## config.mk

```make
export PLATFORM = sky130hd
export DESIGN_NAME = hawk_axi_line_master
export DESIGN_NICKNAME = d
export VERILOG_FILES = /design/src/rtl/hawk_axi_line_master.sv
export SDC_FILE = /design/constraint.sdc
export NUM_CORES = 2
export LEC_CHECK = 0
export ABC_AREA = 1
export CAP_MARGIN = 20
export CORE_AREA = 2 2 753 755
export CTS_BUF_LIST = sky130_fd_sc_hd__clkbuf_16
export CTS_CLUSTER_SIZE = 40
export DETAILED_ROUTE_END_ITERATION = 16
export DIE_AREA = 0 0 755 757
export HOLD_SLACK_MARGIN = 0.1
export PLACE_DENSITY = 0.3
export SYNTH_ARGS = -nofsm -noshare
export SYNTH_HDL_FRONTEND = slang
export SYNTH_SLANG_ARGS = --single-unit
export TNS_END_PERCENT = 50
```

## constraint.sdc

```tcl
create_clock -name clk -period 2.2 [get_ports clk]
set_clock_uncertainty 0.1 [all_clocks]
set_input_delay 0.22 -clock clk [delete_from_list [all_inputs] [get_ports clk]]
set_output_delay 0.22 -clock clk [all_outputs]
set_load 0.01 [all_outputs]
```

## src/rtl/hawk_axi_line_master.sv

```systemverilog
// hawk_axi_line_master: single-outstanding 64B line master that
// turns core line requests into 2-beat AXI4 INCR bursts.
module hawk_axi_line_master #(
  parameter int TIMEOUT_CYCLES = 1024,
  parameter int ID_W           = 6
) (
  input  logic            clk,
  input  logic            rst_n,
  input  logic            req_valid,
  output logic            req_ready,
  input  logic            req_wr,
  input  logic [63:0]     req_addr,
  input  logic [ID_W-1:0] req_id,
  input  logic [511:0]    req_wdata,
  input  logic [63:0]     req_wstrb,
  output logic            rsp_valid,
  input  logic            rsp_ready,
  output logic            rsp_wr,
  output logic [ID_W-1:0] rsp_id,
  output logic [511:0]    rsp_rdata,
  output logic            rsp_err,
  output logic [ID_W-1:0] axi_awid,
  output logic [63:0]     axi_awaddr,
  output logic [7:0]      axi_awlen,
  output logic [2:0]      axi_awsize,
  output logic [1:0]      axi_awburst,
  output logic            axi_awvalid,
  input  logic            axi_awready,
  output logic [255:0]    axi_wdata,
  output logic [31:0]     axi_wstrb,
  output logic            axi_wlast,
  output logic            axi_wvalid,
  input  logic            axi_wready,
  input  logic [ID_W-1:0] axi_bid,
  input  logic [1:0]      axi_bresp,
  input  logic            axi_bvalid,
  output logic            axi_bready,
  output logic [ID_W-1:0] axi_arid,
  output logic [63:0]     axi_araddr,
  output logic [7:0]      axi_arlen,
  output logic [2:0]      axi_arsize,
  output logic [1:0]      axi_arburst,
  output logic            axi_arvalid,
  input  logic            axi_arready,
  input  logic [ID_W-1:0] axi_rid,
  input  logic [255:0]    axi_rdata,
  input  logic [1:0]      axi_rresp,
  input  logic            axi_rlast,
  input  logic            axi_rvalid,
  output logic            axi_rready
);

  localparam int WD_W =
    (TIMEOUT_CYCLES > 2) ? $clog2(TIMEOUT_CYCLES) : 1;

  typedef enum logic [2:0] {
    S_IDLE, S_AW, S_W0, S_W1, S_B, S_AR, S_R, S_RSP
  } state_t;

  state_t          r_state;
  state_t          w_next;
  logic            r_live;
  logic            r_wr;
  logic [63:0]     r_addr;
  logic [ID_W-1:0] r_id;
  logic [511:0]    r_wdata;
  logic [63:0]     r_wstrb;
  logic [511:0]    r_rdata;
  logic            r_err;
  logic            r_beat;
  logic [WD_W-1:0] r_wdog;
  logic            w_wait;
  logic            w_to;
  logic            w_acc;
  logic            w_b_hs;
  logic            w_r_hs;

  assign w_wait = (r_state == S_B) || (r_state == S_R);
  assign w_to   = w_wait &&
                  (r_wdog == WD_W'(TIMEOUT_CYCLES - 1));
  assign w_acc  = req_valid && req_ready;
  assign w_b_hs = axi_bvalid && axi_bready;
  assign w_r_hs = axi_rvalid && axi_rready;

  always_ff @(posedge clk or negedge rst_n) begin
    if (!rst_n) r_state <= S_IDLE;
    else        r_state <= w_next;
  end

  always_comb begin
    w_next = r_state;
    unique case (r_state)
      S_IDLE: if (w_acc) w_next = req_wr ? S_AW : S_AR;
      S_AW:   if (axi_awready) w_next = S_W0;
      S_W0:   if (axi_wready) w_next = S_W1;
      S_W1:   if (axi_wready) w_next = S_B;
      S_B:    if (w_to || axi_bvalid) w_next = S_RSP;
      S_AR:   if (axi_arready) w_next = S_R;
      S_R:    if (w_to || (axi_rvalid && r_beat)) w_next = S_RSP;
      S_RSP:  if (rsp_ready) w_next = S_IDLE;
      default: w_next = S_IDLE;
    endcase
  end

  // Payload is gated by state so idle/reset outputs read as zero.
  always_comb begin
    req_ready   = 1'b0;
    rsp_valid   = 1'b0;
    rsp_wr      = 1'b0;
    rsp_id      = '0;
    rsp_rdata   = '0;
    rsp_err     = 1'b0;
    axi_awid    = '0;
    axi_awaddr  = '0;
    axi_awlen   = '0;
    axi_awsize  = '0;
    axi_awburst = '0;
    axi_awvalid = 1'b0;
    axi_wdata   = '0;
    axi_wstrb   = '0;
    axi_wlast   = 1'b0;
    axi_wvalid  = 1'b0;
    axi_bready  = 1'b0;
    axi_arid    = '0;
    axi_araddr  = '0;
    axi_arlen   = '0;
    axi_arsize  = '0;
    axi_arburst = '0;
    axi_arvalid = 1'b0;
    axi_rready  = 1'b0;
    unique case (r_state)
      S_IDLE: req_ready = r_live;
      S_AW: begin
        axi_awvalid = 1'b1;
        axi_awid    = r_id;
        axi_awaddr  = r_addr;
        axi_awlen   = 8'd1;
        axi_awsize  = 3'd5;
        axi_awburst = 2'b01;
      end
      S_W0: begin
        axi_wvalid = 1'b1;
        axi_wdata  = r_wdata[255:0];
        axi_wstrb  = r_wstrb[31:0];
      end
      S_W1: begin
        axi_wvalid = 1'b1;
        axi_wdata  = r_wdata[511:256];
        axi_wstrb  = r_wstrb[63:32];
        axi_wlast  = 1'b1;
      end
      S_B: axi_bready = !w_to;
      S_AR: begin
        axi_arvalid = 1'b1;
        axi_arid    = r_id;
        axi_araddr  = r_addr;
        axi_arlen   = 8'd1;
        axi_arsize  = 3'd5;
        axi_arburst = 2'b01;
      end
      S_R: axi_rready = !w_to;
      S_RSP: begin
        rsp_valid = 1'b1;
        rsp_wr    = r_wr;
        rsp_id    = r_id;
        rsp_rdata = r_rdata;
        rsp_err   = r_err;
      end
      default: ;
    endcase
  end

  always_ff @(posedge clk or negedge rst_n) begin
    if (!rst_n) begin
      r_live  <= 1'b0;
      r_wr    <= 1'b0;
      r_addr  <= '0;
      r_id    <= '0;
      r_wdata <= '0;
      r_wstrb <= '0;
      r_rdata <= '0;
      r_err   <= 1'b0;
      r_beat  <= 1'b0;
      r_wdog  <= '0;
    end else begin
      r_live <= 1'b1;
      if (w_acc) begin
        r_wr    <= req_wr;
        r_addr  <= req_addr & ~64'h3f;
        r_id    <= req_id;
        r_wdata <= req_wdata;
        r_wstrb <= req_wstrb;
        r_rdata <= '0;
        r_err   <= 1'b0;
        r_beat  <= 1'b0;
      end
      if (w_wait) r_wdog <= r_wdog + 1'b1;
      else        r_wdog <= '0;
      if (w_to) r_err <= 1'b1;
      if (w_b_hs)
        r_err <= r_err | (axi_bresp != 2'b00) |
                 (axi_bid != r_id);
      // rlast must be low on beat0 and high on beat1
      if (w_r_hs) begin
        r_beat <= 1'b1;
        if (r_beat) r_rdata[511:256] <= axi_rdata;
        else        r_rdata[255:0]   <= axi_rdata;
        r_err <= r_err | (axi_rresp != 2'b00) |
                 (axi_rid != r_id) | (axi_rlast != r_beat);
      end
    end
  end

endmodule

```

==> out/summary.txt <==
status: finished, violations left
failing checks: setup timing
top cell type's share of synthesized area: 0.546
CP Cell Sequence: buf_6, nand3_4, buf_12, buf_4, nor2_1, clkdlybuf4s50_1
Fill cells: 63654
crit path kind: register to output pin
Most used DFF post-synth: dfrtp_1
critical path launch point type: register
first-pass GRT wire length: 563000 microns
Worst setup EP type: output pin
Simple-Gate Fraction of Synth Area: 0.239
Final Hold Vio Count: 0
Slew Limit Fails: 0
reg2reg path depth: 14
Pre-Repair DR Iteration Count: 8
most common cell after layout, fill and taps aside: nand2_1
Synth area leader: dfrtp_1
std cell rows: 276
clk buf depth: 4
EDFF count, synth: 0
Core ar.: 563000 sq um
pre-CTS WS: -0.469 ns
gr usage total: 0.144
slowest library cell on the worst path: clkdlybuf4s50_1
Initial Util: 0.0951
port bufs: 1874
TritonCTS clock tree: yes
Hold Path End: r_wdata[397]
most area-consuming cells after synthesis: dfrtp_1 (55%), nand2_1 (16%), inv_1 (6.0%)
die area: 572000 sq um
CTS Sinks: 1169
RR Startpoint: r_state[2]
IO Pins: 1911
H-Tree Depth: 4
Tot Pwr: 116 mW
xor/xnor cell area share of the yosys netlist: 0.00164
Hold Worst Slack: 0.175 ns
pin slew with the least headroom to its limit: 0.694 ns
DR iter-0 viols: 4209
Vias per Instance: 3.34
CTS Buf Count: 171
Die Span X: 755 microns
worst skew pair latency: 0.87 ns
Synth cell types: 30
vias in the first global route: 59398
initial antenna violation count: 202
Antenna Violating Nets Remaining: 0
Clock Tree Root: clkbuf_16
crit path buf inv count: 4
P_leak: 47.6 nW
Max Fclk: 309 MHz
total wire length: 431000 microns
post-route minimum period: 3.24 ns
Die Ht: 757 microns
worst hold path depth: 4
Vias: 58679
Synth Area in Compound Gates: 0.109
cells after synthesis: 6737
Cell Pwr Density: 1130 nW/um^2
layout cell share with drive strength beyond 1: 0.144
r2r endpoint: r_rdata[248]
hold path start: req_wdata[397]
Hold Path Class: input port to register
Routed WL per cell: 24.5 microns
Worst EP required: 1.88 ns
gr ovfl total: 0
Layout area overhead: 92.4%
Final setup viols: 2107
Slew HR: 0.538
final worst slack: -1.04 ns
CP Data Arrival Time: 2.92 ns
post-synthesis area per instance: 7.95 sq um
Finished Core Util: 0.183
mux cell area share after synthesis: 0
Max rail drop VDD: 626 uV
Layout Nets: 10784
most frequent cells in the layout: nand2_1 (2341), clkdlybuf4s50_1 (1257), dfrtp_1 (1167), dlygate4sd3_1 (899), inv_1 (885)
Tcrit/Tclk final: 1.47
adder-cell area share of the yosys netlist: 0.000234
Routability Congestion: 0.863
# DRC: 0
ys async rst share: 1.00
largest net degree at the start of global routing: 96
Post-Syn Area: 53500 sq um
yosys warns: 0
Crit path max-delay family: buffers and inverters
max incr delay on CP: 0.59 ns
CP max FO: 18
RSZ-0062 raised after global routing: yes
reg-to-reg slack, setup: -0.42 ns
Seq/Total Area, Yosys: 0.546
CTS clk-pin slew, worst paths: 0.06 ns
largest family of logic cells by synthesized area: simple AND/OR/NAND/NOR gates
dpl hpwl: 349000 microns
Yosys reg bits: 1169
Max-Cap Viols: 0
[layer usage]
metal / track usage / part of all wire
met5: 0 / 0.0010
met4: 0.0314 / 0.025
met3: 0.0381 / 0.070
met2: 0.211 / 0.41
met1: 0.209 / 0.49
[sequential cells by signal (all words and copies together) (netlist names)]
signal,flops
r_rdata,512
r_wdata,512
r_wstrb,64
r_addr,58
r_wdog,10
r_id,6
r_state,3
r_beat,1
r_err,1
r_live,1
r_wr,1
[worst max path at each step]
stage	cells after the start	slack (ns)	endpoint	startpoint
2_1_floorplan	5	0.13	axi_awaddr[10]	r_state[2]
3_3_place_gp	8	-0.45	axi_awaddr[19]	r_state[1]
3_5_place_dp	8	-0.47	axi_awaddr[11]	r_state[1]
4_1_cts	5	-1.17	axi_wdata[41]	r_state[1]
5_1_grt	7	-1.15	rsp_rdata[200]	r_state[2]
6_report	6	-1.04	rsp_rdata[303]	r_state[2]
[timing repair]
action                                  CTS  global route
endpoints found under the hold margin  2323             0
setup endpoints to repair              2014          2110
buffers inserted                         44            39
gates resized for setup                 668           476
hold buffers                            900             0
pin swaps                                11            11
gates cloned                             20             7
[metrics by stage]
step                      instances  setup TNS (ns)  instance area, sq um
after floorplan                6766               0                 53700
after detailed placement      16188         -269.79                 86700
final                         17569        -1052.93                103000
after CTS                     17454        -1302.95                102000
after global routing          17524        -1347.00                103000
after global placement        16188         -262.06                 86700
[tightest hold or removal path, delay by kind of cell]
kind | cells | cell delay, ns
buffers and inverters | 2 | 0.69
AND/OR/NAND/NOR | 2 | 0.19
[final cells by class]
type / count / area, sq um / share of cell area
sequential: 1169 / 29300 / 0.284
multi-input combinational: 4222 / 19200 / 0.186
clock inverter: 128 / 1130 / 0.0110
tap: 7506 / 9390 / 0.0911
timing repair buffer: 3432 / 36200 / 0.352
inverter: 858 / 3270 / 0.0317
antenna: 80 / 200 / 0.00194
clock buffer: 174 / 4350 / 0.0423
[power by group]
part	leakage, nW	internal, mW	switching [mW]
sequential	15.0	30.5	6.91
combinational	29.8	22.2	28.6
clock	2.80	16.1	12.2
total	47.6	68.8	47.7
[logic make-up after synthesis]
| family | Yosys count |
|---|---|
| DFF | 1169 |
| and+or+nand+nor | 3302 |
| other | 2 |
| AOI/OAI and AO/OA | 878 |
| buffers and inverters | 1375 |
| xor gates and xnor gates | 10 |
| adders and majority gates | 1 |
[cell usage after synthesis (6+ instances only)]
library cell	n
nor2_1	666
inv_1	851
buf_2	177
nand2_1	2341
o21ai_1	83
o21ai_0	498
dfrtp_1	1169
clkbuf_1	287
buf_4	41
buf_1	12
a21oi_1	8
nor3_1	9
xnor2_1	6
inv_2	6
a32o_1	288
nand3_1	270
(Power assumes the default switching activity.)
